==> src/rtl/pipe_dest_tracker.sv <==
// pipe_dest_tracker
//   Producer side of the decode-stage hazard check. Carries each issued
//   instruction's destination register, write-enable and valid flag through
//   the EX/MEM/WB slots so the hazard comparator can read them. Consumes the
//   comparator's active-low stall request and the EX branch-flush request.
//   On a stall it holds PC and IF/ID. On a flush it squashes IF/ID. In both
//   cases it puts a NOP bubble into EX. It also keeps saturating event
//   counters and a sticky stall watchdog.
//
// Ports
//   clk, rst                 clock; synchronous active-high reset
//   id_valid/id_dest/id_regwrite
//                            decode-slot instruction
//   stall_n                  hazard comparator stall request (low = stall)
//   flush                    taken branch/jump resolved in EX
//   ex/mem/wb_dest, *_valid_n, mem_wr, wb_wr
//                            per-stage compare inputs (valid_n high = real instr)
//   pc_hold, ifid_hold, ifid_flush, inject_nop
//                            combinational pipeline controls
//   stall_cnt, bubble_cnt    saturating event counters
//   err_watchdog             sticky: stall ran longer than STALL_MAX cycles
module pipe_dest_tracker #(
   parameter int REG_W     = 3,
   parameter int FLUSH_CYC = 1,
   parameter int STALL_MAX = 3,
   parameter int CNT_W     = 16
) (
   input  logic             clk,
   input  logic             rst,
   input  logic             id_valid,
   input  logic [REG_W-1:0] id_dest,
   input  logic             id_regwrite,
   input  logic             stall_n,
   input  logic             flush,
   output logic [REG_W-1:0] ex_dest,
   output logic [REG_W-1:0] mem_dest,
   output logic [REG_W-1:0] wb_dest,
   output logic             ex_valid_n,
   output logic             mem_valid_n,
   output logic             wb_valid_n,
   output logic             mem_wr,
   output logic             wb_wr,
   output logic             pc_hold,
   output logic             ifid_hold,
   output logic             ifid_flush,
   output logic             inject_nop,
   output logic [CNT_W-1:0] stall_cnt,
   output logic [CNT_W-1:0] bubble_cnt,
   output logic             err_watchdog
);

   typedef enum logic [1:0] {RUN, STALL, FLUSH} state_t;

   // The flush counter holds the number of extra bubble cycles still owed
   // after the request cycle, so it only needs to reach FLUSH_CYC-1.
   localparam int FC_W = (FLUSH_CYC > 1) ? $clog2(FLUSH_CYC) : 1;
   localparam logic [FC_W-1:0] FC_LOAD = FC_W'(FLUSH_CYC - 1);

   // The watchdog counter saturates at STALL_MAX+1, which is the trip point.
   localparam int WD_W = $clog2(STALL_MAX + 2);
   localparam logic [WD_W-1:0] WD_TOP  = WD_W'(STALL_MAX + 1);
   localparam logic [WD_W-1:0] WD_TRIP = WD_W'(STALL_MAX);

   state_t          state, state_nxt;
   logic [FC_W-1:0] fcnt, fcnt_nxt;
   logic [WD_W-1:0] wd_cnt;
   logic            ex_wr;
   logic            stall_req;

   function automatic logic [CNT_W-1:0] sat_inc(input logic [CNT_W-1:0] v);
      return (&v) ? v : v + CNT_W'(1);
   endfunction

   // A slot that holds no real instruction never asks for a stall.
   assign stall_req = ~stall_n & id_valid;

   // RUN and STALL react to requests in the same way. Flush beats stall,
   // and a stalled decode instruction that meets a flush is squashed.
   always_comb begin
      state_nxt  = state;
      fcnt_nxt   = fcnt;
      pc_hold    = 1'b0;
      ifid_hold  = 1'b0;
      ifid_flush = 1'b0;
      inject_nop = 1'b0;
      case (state)
         RUN, STALL: begin
            if (flush) begin
               ifid_flush = 1'b1;
               inject_nop = 1'b1;
               fcnt_nxt   = FC_LOAD;
               state_nxt  = (FLUSH_CYC > 1) ? FLUSH : RUN;
            end else if (stall_req) begin
               pc_hold    = 1'b1;
               ifid_hold  = 1'b1;
               inject_nop = 1'b1;
               state_nxt  = STALL;
            end else begin
               state_nxt  = RUN;
            end
         end
         FLUSH: begin
            ifid_flush = 1'b1;
            inject_nop = 1'b1;
            if (flush) begin
               // A new taken branch restarts the bubble train.
               fcnt_nxt  = FC_LOAD;
               state_nxt = (FLUSH_CYC > 1) ? FLUSH : RUN;
            end else begin
               fcnt_nxt = (fcnt == '0) ? '0 : fcnt - FC_W'(1);
               if (fcnt <= FC_W'(1)) state_nxt = RUN;
            end
         end
         default: state_nxt = RUN;
      endcase
   end

   always_ff @(posedge clk) begin
      if (rst) begin
         state        <= RUN;
         fcnt         <= '0;
         ex_dest      <= '0;
         mem_dest     <= '0;
         wb_dest      <= '0;
         ex_valid_n   <= 1'b0;
         mem_valid_n  <= 1'b0;
         wb_valid_n   <= 1'b0;
         ex_wr        <= 1'b0;
         mem_wr       <= 1'b0;
         wb_wr        <= 1'b0;
         stall_cnt    <= '0;
         bubble_cnt   <= '0;
         wd_cnt       <= '0;
         err_watchdog <= 1'b0;
      end else begin
         state <= state_nxt;
         fcnt  <= fcnt_nxt;

         // ID -> EX boundary
         ex_dest    <= inject_nop ? '0   : id_dest;
         ex_valid_n <= inject_nop ? 1'b0 : id_valid;
         ex_wr      <= ~inject_nop & id_regwrite & id_valid;

         // EX -> MEM boundary
         mem_dest    <= ex_dest;
         mem_valid_n <= ex_valid_n;
         mem_wr      <= ex_wr;

         // MEM -> WB boundary
         wb_dest    <= mem_dest;
         wb_valid_n <= mem_valid_n;
         wb_wr      <= mem_wr;

         if (pc_hold)    stall_cnt  <= sat_inc(stall_cnt);
         if (inject_nop) bubble_cnt <= sat_inc(bubble_cnt);

         // The watchdog trips on the edge where the run of consecutive
         // stall cycles reaches STALL_MAX+1. Stalling itself is not stopped.
         if (pc_hold) begin
            if (wd_cnt != WD_TOP)  wd_cnt <= wd_cnt + WD_W'(1);
            if (wd_cnt == WD_TRIP) err_watchdog <= 1'b1;
         end else begin
            wd_cnt <= '0;
         end
      end
   end

endmodule
==> config.mk <==
export PLATFORM = sky130hd
export DESIGN_NAME = pipe_dest_tracker
export DESIGN_NICKNAME = d
export VERILOG_FILES = /design/src/rtl/pipe_dest_tracker.sv
export SDC_FILE = /design/constraint.sdc
export NUM_CORES = 1
export LEC_CHECK = 0
export ABC_AREA = 1
export CORE_MARGIN = 3
export CORE_UTILIZATION = 50
export CTS_CLUSTER_DIAMETER = 80
export CTS_CLUSTER_SIZE = 30
export DETAILED_ROUTE_END_ITERATION = 16
export GPL_TIMING_DRIVEN = 0
export PLACE_DENSITY = 0.87
export REMOVE_ABC_BUFFERS = 1
export SLEW_MARGIN = 5
export SYNTH_ARGS = -nofsm -noshare
export SYNTH_HDL_FRONTEND = slang
export SYNTH_SLANG_ARGS = --single-unit
==> constraint.sdc <==
create_clock -name clk -period 1.78 [get_ports clk]
set_input_delay 0.267 -clock clk [delete_from_list [all_inputs] [get_ports clk]]
set_output_delay 0.267 -clock clk [all_outputs]
set_load 0.1 [all_outputs]
**Word-level counts from Yosys, hierarchy flattened**

Cells that the tools add are included.

- Register bits: 54
- Input bits: 9
- Output and inout bits: 51

- Add/sub/neg operators: 4
- Magnitude comparators: 1
- Equal/unequal tests: 6
- Multiplexer cells: 16
- Bitwise logic cells: 8
- Reductions and logical operators: 11

Operator list:

| cell | count |
|---|---|
| adder 16 x 1 -> 16 bit (second input constant) | 2 |
| AND reduction 16 bit | 2 |
| two-way mux 1 bit | 10 |
| AND reduction 2 bit | 4 |
| inequality test 3 bit (second input constant) | 2 |
| one-hot mux 1 bit (2 select lines) | 3 |
| OR reduction 2 bit | 3 |
| inverter 1 bit | 5 |
| two-way mux 2 bit | 2 |
| one-hot mux 2 bit (2 select lines) | 1 |
| adder 3 x 1 -> 3 bit (second input constant) | 1 |
| bitwise AND 1 bit | 3 |
| == test 3 x 2 -> 1 bit (second input constant) | 1 |
| == test 2 x 1 -> 1 bit (second input constant) | 1 |
| == test 2 bit (second input constant) | 1 |
| zero test 2 bit | 1 |
| inequality test 2 bit (second input constant) | 1 |
| nonzero test 2 bit | 1 |
| less-or-equal comparator 1 bit (second input constant) | 1 |
| subtractor 1 bit (second input constant) | 1 |

**Logic depth before layout (Yosys ltp)**

Gate-level depths: netlist (run 1).

- Word-level depth: 8
- Mapped depth: 9

**Least setup slack after synthesis (run 1)**

OpenSTA, ideal clock, no wires.

- Path type: register to register
- From: register stall_cnt[0]
- To: register stall_cnt[13]
- Setup time: 0.119 ns
- Arrival: 2.066 ns
- Data required time: 1.661 ns
- Setup slack: -0.405 ns
- Cell stages (with the launch flop): 8
- Path buffers: 1
- Period minus slack after synthesis: 2.185 ns
- Path through: dfxtp_1 -> ha_1 -> nand3_1 -> nor2_4 -> nand3_2 -> buf_6 -> a21oi_1 -> nor2_1

- Word-level cells in the longest chain between the ends: 3
- Elaborated cells on any way between the ends: 4
- Those cells by class: add/sub: 1; bitwise: 1; reduce/logical: 2

Ends and longest elaborated chain:

| item | line | source |
|---|---|---|
| from (decl) | 47 | `output logic [CNT_W-1:0] stall_cnt,` |
| from (signal assigned) | 154 | `if (pc_hold) stall_cnt <= sat_inc(stall_cnt);` |
| parallel branches: the longest is 3 deep, another holds adder 16 x 1 -> 16 bit | - |  |

Several ways; the timed one is not identified.
A chain may end at the register's enable or synchronous reset.

**Worst setup path in the final report (run 1)**

- From: register wb_valid_n
- To: output wb_valid_n

RTL lines:

| item | line | source |
|---|---|---|
| from (decl) | 40 | `output logic wb_valid_n,` |
| from (signal assigned) | 151 | `wb_valid_n <= mem_valid_n;` |

No word-level cell between the ends.

==> results of run 1 <==
kinds of logic after synthesis:
logic type | count (synthesis)
simple gates | 241
buf+inv | 63
fa+ha+maj | 5
xor+xnor | 1
flops | 51
compound gates | 27
layer usage:
metal	track usage	wire, microns	vias up
met3	0.0493	350	12
met2	0.373	3180	81
met4	0.0874	133	0
met5	0	0	-
met1	0.243	2590	1170
li1	-	-	1329
power by group through the flow:
stage	clock network (mW)	logic [mW]	registers, mW
after global placement	0	0.283	1.19
after CTS	0.737	0.285	1.17
final	0.716	0.286	1.17
after global routing	0.783	0.304	1.17
after detailed placement	0	0.287	1.20
after floorplan	0	0.0892	1.30
area by class of cell:
class / instances / area share
Clock inverter: 3 / 0.00775
Tap cell: 67 / 0.0247
Timing Repair inverter: 1 / 0.00221
Clock buffer: 5 / 0.0203
Sequential cell: 51 / 0.301
Multi-Input combinational cell: 275 / 0.400
Timing Repair Buffer: 62 / 0.183
Inverter: 54 / 0.0612
final timing paths:
check	from	to	slack, ns	cells after the start
hold / removal	ex_dest[1]	mem_dest[1]	0.41	2
setup / recovery	wb_valid_n	wb_valid_n	0.04	1
setup reg to reg	stall_cnt[0]	stall_cnt[15]	0.14	6
hold reg to reg	ex_dest[1]	mem_dest[1]	0.41	2
cells in the mapped netlist:
| cell | n |
|---|---|
| a21oi_1 | 23 |
| and2_1 | 2 |
| buf_2 | 1 |
| buf_4 | 2 |
| buf_6 | 3 |
| clkbuf_1 | 1 |
| clkbuf_4 | 2 |
| clkinv_2 | 1 |
| dfxtp_1 | 51 |
| ha_1 | 5 |
| inv_1 | 50 |
| inv_2 | 3 |
| nand2_1 | 79 |
| nand2_2 | 3 |
| nand2_4 | 2 |
| nand3_1 | 31 |
| nand3_2 | 7 |
| nand3_4 | 2 |
| nand3b_1 | 4 |
| nand3b_2 | 1 |
| nand4_1 | 3 |
| nor2_1 | 94 |
| nor2_2 | 2 |
| nor2_4 | 4 |
| nor3_1 | 4 |
| nor3_2 | 1 |
| nor3_4 | 1 |
| nor4_1 | 1 |
| o21ai_0 | 4 |
| xor2_1 | 1 |
repair_timing:
action                                  in CTS  in global routing
cloned                                       1                  1
gates resized for setup                    151                 10
setup buffers                                0                  3
pin swaps                                    0                  1
endpoints found under the hold margin        0                  0
endpoints found under the setup margin      79                 13
flip-flops by register name, indices dropped and copies added (netlist names), 3 cells and up:
signal	flops
mem_dest	3
ex_dest	3
wd_cnt	3
wb_dest	3
stall_cnt	16
bubble_cnt	16
placed cells by master, fill, tap and decap left out, types with 2 or more instances in the layout:
master | Yosys | final
inv_1 | 50 | 49
a21oi_1 | 23 | 23
nand4_1 | 3 | 3
clkdlybuf4s50_1 | 0 | 7
nor3_1 | 4 | 4
buf_4 | 2 | 4
inv_6 | 0 | 2
nor2_4 | 4 | 4
nand2_2 | 3 | 3
clkinvlp_4 | 0 | 2
nand2_4 | 2 | 2
nor2_2 | 2 | 2
inv_2 | 3 | 3
nand3_4 | 2 | 3
nor2_1 | 94 | 94
clkbuf_2 | 0 | 7
and2_1 | 2 | 2
nand3b_1 | 4 | 4
clkbuf_8 | 0 | 5
o21ai_0 | 4 | 4
ha_1 | 5 | 5
clkdlybuf4s15_1 | 0 | 3
dlygate4sd2_1 | 0 | 3
clkdlybuf4s15_2 | 0 | 36
dfxtp_1 | 51 | 51
nand3_1 | 31 | 31
nand3_2 | 7 | 7
nand2_1 | 79 | 79
buf_6 | 3 | 2
per-stage QoR:
| stage | setup TNS (ns) | setup slack [ns] | instance area (sq um) | utilization |
|---|---|---|---|---|
| after CTS | 0 | 0.00698 | 3390 | 0.690 |
| after detailed placement | -16.20 | -0.889 | 3240 | 0.660 |
| after global routing | -0.00805 | -0.00395 | 3390 | 0.691 |
| after global placement | -15.14 | -0.858 | 3240 | 0.660 |
| after floorplan | -13.07 | -0.559 | 2560 | - |
| final | 0 | 0.0408 | 3390 | 0.691 |
==> results by group, run 1 <==
Power
  • Clk pwr share: 0.330
  • Leak: 1.39 nW
  • Switching part of the total: 0.302
  • Internal power component: 1.51 mW
  • Total power: 2.17 mW
  • Pwr dens: 640 mW/mm^2
  • Peak supply drop: 0.000374 V
  • Combinational power share: 0.132
  • NetSw: 656 uW
  • Reg power frac: 0.539

GRT
  • Initial antenna violation count: 0
  • Grt ovf: 0
  • First-pass GRT wire length: 10.5 mm
  • Vias in the first global route: 2428
  • Pin count of the biggest net entering global routing: 23
  • Total track usage: 0.211

Drt
  • Drt wl/cell: 12.1 microns
  • Final ANT Viol Nets: 0
  • Via density: 5.00
  • # DRC: 0
  • 1st-iter DRT viols: 111
  • DRT Pass-1 Iters: 4
  • Total wire length: 6.25 mm
  • Routed vias: 2592

Setup path
  • Critical path's largest stage delay: 0.84 ns
  • Max FO, Critical Path: 1
  • CP arrival: 1.47 ns
  • Critical path data required time: 1.51 ns
  • CP Capture Type: output port
  • Cells along the critical path: dlygate4sd2_1
  • Startpoint Class: flop
  • Slowest cell on the critical path: dlygate4sd2_1
  • Bufs and invs on worst path: 1
  • CP delay by family, top: buffers and inverters
  • Setup CP Type: flop to output port

Placed design
  • DP HPWL: 4.41 mm
  • GP Congestion: 0.899
  • IO Port Bufs: 59
  • Placed Cells: 505

STA
  • Worst-Margin Slew: 0.953 ns
  • Clk_skew: 0.00930 ns
  • Max frequency: 575 MHz
  • Final setup fails: 0
  • Max-Slew Margin vs Limit: 0.367
  • Final Hold Fails: 0
  • Final period utilization: 0.977
  • Fin. max-slew vios: 0
  • Shortest period the worst path allows: 1.74 ns
  • Min Hold Slack: 0.415 ns

Final layout
  • Final std cells w/o fill: 518
  • Fill count: 427
  • Antenna cell count: 0
  • # nets final: 464
  • Area growth from synthesis to layout: 28.6%
  • Area occupied by multi-input gates: 0.00136 sq mm
  • Sequential Area: 0.00102 sq mm
  • Share of cells above drive strength 1: 0.193

Clocking
  • Clk root buf: clkbuf_8
  • Clk sink count: 51
  • Clk_lat worst skew: 0.32 ns
  • Clock Tree Buf Depth: 2
  • CTS Buf Count: 5
  • CTS tree: yes
  • # hold bufs at CTS: 0
  • H-tree depth: 2
  • Clock transition at path regs: 0.10 ns

Synth
  • Cell Area, Synth: 0.00264 sq mm
  • Post-synth top area share: 0.387
  • Area leader, netlist: dfxtp_1
  • Post-synthesis adder-cell area fraction: 0.0237
  • Largest family of logic cells by synthesized area: simple AND/OR/NAND/NOR gates
  • Sequential-to-total area share from yosys stat: 0.387
  • Mux contribution to synthesized area: 0
  • Yosys warnings: 0
  • Mapped Cells: 388
  • Xor/xnor share of the synthesized area: 0.00332
  • Compound-Gate Fraction of Synth Area: 0.0512
  • Largest cells by area after synthesis: dfxtp_1 (39%), nor2_1 (13%), nand2_1 (11%)
  • Syn Area/Cell: 6.80 sq um
  • Synth Area in Simple Gates: 0.430
  • Netlist cell types: 30
  • Yosys reg bits: 51

Floorplan
  • Row Count: 25
  • Die footprint: 0.00618 sq mm
  • Die width: 78.6 microns
  • Number of I/O pins: 60
  • CORE AREA: 0.00491 sq mm
  • Die Ht: 78.6 microns
  • Starting Density: 0.537

Flow run
  • Maxcap violations: 0

Status
  • Status: finished clean

Worst hold path
  • Hold WC Path Type: flop to flop
No activity file was read; power rests on OpenSTA's default activity.
==> inputs of run 2 (changes only) <==
--- a/config.mk
+++ b/config.mk
@@ -6,13 +6,15 @@
 export NUM_CORES = 1
 export LEC_CHECK = 0
 export ABC_AREA = 1
+export CORE_ASPECT_RATIO = 0.9
 export CORE_MARGIN = 3
 export CORE_UTILIZATION = 50
 export CTS_CLUSTER_DIAMETER = 80
 export CTS_CLUSTER_SIZE = 30
 export DETAILED_ROUTE_END_ITERATION = 16
+export DONT_BUFFER_PORTS = 1
 export GPL_TIMING_DRIVEN = 0
-export PLACE_DENSITY = 0.87
+export PLACE_DENSITY = 0.72
 export REMOVE_ABC_BUFFERS = 1
 export SLEW_MARGIN = 5
 export SYNTH_ARGS = -nofsm -noshare
==> run 2 against run 1 <==
The run now ends with setup timing left. Core utilization is 7.2 points lower. Cell area is 9.6% lower. Final cell count is 11% lower. Critical path depth is 7 higher. Clock power is 2% lower. Total power is 4.7% lower. Clock skew is 0.0013 ns higher. Global-route usage is 1.6 points lower. Clock-buffer cell count stayed put. Sequential power is 6% higher. Routed wire length is 3.8% lower. Setup slack worse by 0.091 ns. Highest routed layer unchanged.
==> results by group, run 2 (synthesis gave the netlist of run 1 again) <==
Setup path
  • Setup CP Type: input pin to flop
  • Critical path data required time: 1.99 ns
  • CP Capture Type: flop
  • CP arrival: 2.04 ns
  • Max FO, Critical Path: 5
  • Startpoint Class: input pin

Clocking
  • Clk_lat worst skew: 0.30 ns
  • Clock transition at path regs: 0.10 ns
  • Clk root buf: clkbuf_8
  • CTS Buf Count: 5
  • CTS tree: yes
  • Clk sink count: 51
  • H-tree depth: 2
  • Clock Tree Buf Depth: 2

Placed design
  • Pre-CTS setup slack: -0.807 ns
  • Post-DP Area: 0.00265 sq mm
  • IO Port Bufs: 0
  • DP HPWL: 4.03 mm
  • GP Congestion: 0.881

Power
  • Pwr dens: 674 mW/mm^2
  • Peak supply drop: 0.000424 V
  • Total power: 2.07 mW
  • Leak: 1.19 nW

Drt
  • DRT Pass-1 Iters: 4
  • Routed vias: 2389
  • Total wire length: 6.02 mm
  • Drt wl/cell: 13.0 microns
  • Final ANT Viol Nets: 0
  • # DRC: 0
  • 1st-iter DRT viols: 176
  • Via density: 5.17

Final layout
  • Area growth from synthesis to layout: 16.3%
  • Top Registers: bubble_cnt: 16 flops, stall_cnt: 16 flops
  • Fill count: 451
  • Most frequent cells in the layout: nor2_1 (87), nand2_1 (75), inv_1 (49)
  • Antenna cell count: 0
  • # nets final: 410
  • Final Cell Area: 0.00307 sq mm
  • Share of cells above drive strength 1: 0.237
  • Commonest non-fill, non-tap cell in the layout: nor2_1
  • Post-Route Utilization: 0.619

GRT
  • First-pass GRT wire length: 9.54 mm
  • Total track usage: 0.195
  • Grt ovf: 0
  • Initial antenna violation count: 0
  • Pin count of the biggest net entering global routing: 32
  • Vias in the first global route: 2142

Status
  • Status: finished with violations
  • Failing checks: setup timing

STA
  • Unrepaired setup endpoints after global routing: true
  • Max frequency: 546 MHz
  • Max-Slew Margin vs Limit: 0.115
  • Worst-Margin Slew: 1.32 ns
  • Shortest period the worst path allows: 1.83 ns
  • Post-route setup slack: -0.0501 ns
  • Fin. max-slew vios: 0
  • Final period utilization: 1.03
  • Final Hold Fails: 0
  • Clk_skew: 0.0106 ns
  • Final setup fails: 2

Flow run
  • Maxcap violations: 0

Floorplan
  • Starting Density: 0.532
  • CORE AREA: 0.00495 sq mm
  • Row Count: 24
  • Die Ht: 74.9 microns
  • Die footprint: 0.00618 sq mm
  • Number of I/O pins: 60
  • Die width: 82.6 microns

Worst hold path
  • Hold WC Path Type: input pin to flop
run 2: cell type report:
| cell class | instances | area, sq um | share of cell area |
|---|---|---|---|
| Timing Repair Buffer | 7 | 70.1 | 0.0228 |
| Sequential cell | 51 | 1140 | 0.372 |
| Inverter | 54 | 208 | 0.0677 |
| Clock buffer | 5 | 68.8 | 0.0224 |
| Clock inverter | 3 | 26.3 | 0.00857 |
| Tap cell | 65 | 81.3 | 0.0265 |
| Multi-Input combinational cell | 277 | 1470 | 0.480 |
run 2: power by group:
group,switching (mW),internal [mW]
combinational,0.0843,0.0367
clock,0.414,0.290
sequential,0.129,1.11
run 2: per-layer routing:
layer,vias up,routed length [microns],track usage
li1,1231,-,-
met1,1087,2680,0.252
met2,64,2900,0.331
met3,7,374,0.0478
met4,0,57,0.0436
met5,-,0,0
run 2: critical path, stage by stage:
cell and delay (ns):
clkinvlp_4 0.06, nand2_4 0.05, nor2_4 0.98, nand3_2 0.22, inv_2 0.17, nand2_1 0.07, o21ai_0 0.14, nor2_1 0.06
run 2: timing repair:
item,CTS,global route
setup endpoints to repair,34,29
hold buffers,1,1
hold endpoints to repair,1,8
buffers inserted,2,3
pin swaps,4,11
gates resized for setup,68,21
gates cloned,2,1
run 2: path summary, 6_finish.rpt:
path / startpoint / slack [ns] / cells past startpoint / to
setup / recovery: stall_n / -0.05 / 8 / stall_cnt[12]
hold / removal: rst / 0.01 / 1 / mem_dest[2]
setup reg to reg: stall_cnt[0] / 0.08 / 8 / stall_cnt[12]
hold reg to reg: ex_wr / 0.41 / 2 / mem_wr
run 2: stage by stage:
step | instances | setup TNS (ns) | hold WS, ns
3_3_place_gp | 444 | -19.32 | 0.336
5_1_grt | 462 | -0.210 | 0.000808
6_report | 462 | -0.0830 | 0.0140
2_1_floorplan | 379 | -13.07 | 0.334
3_5_place_dp | 444 | -20.33 | 0.337
4_1_cts | 457 | -0.00989 | 0.00474
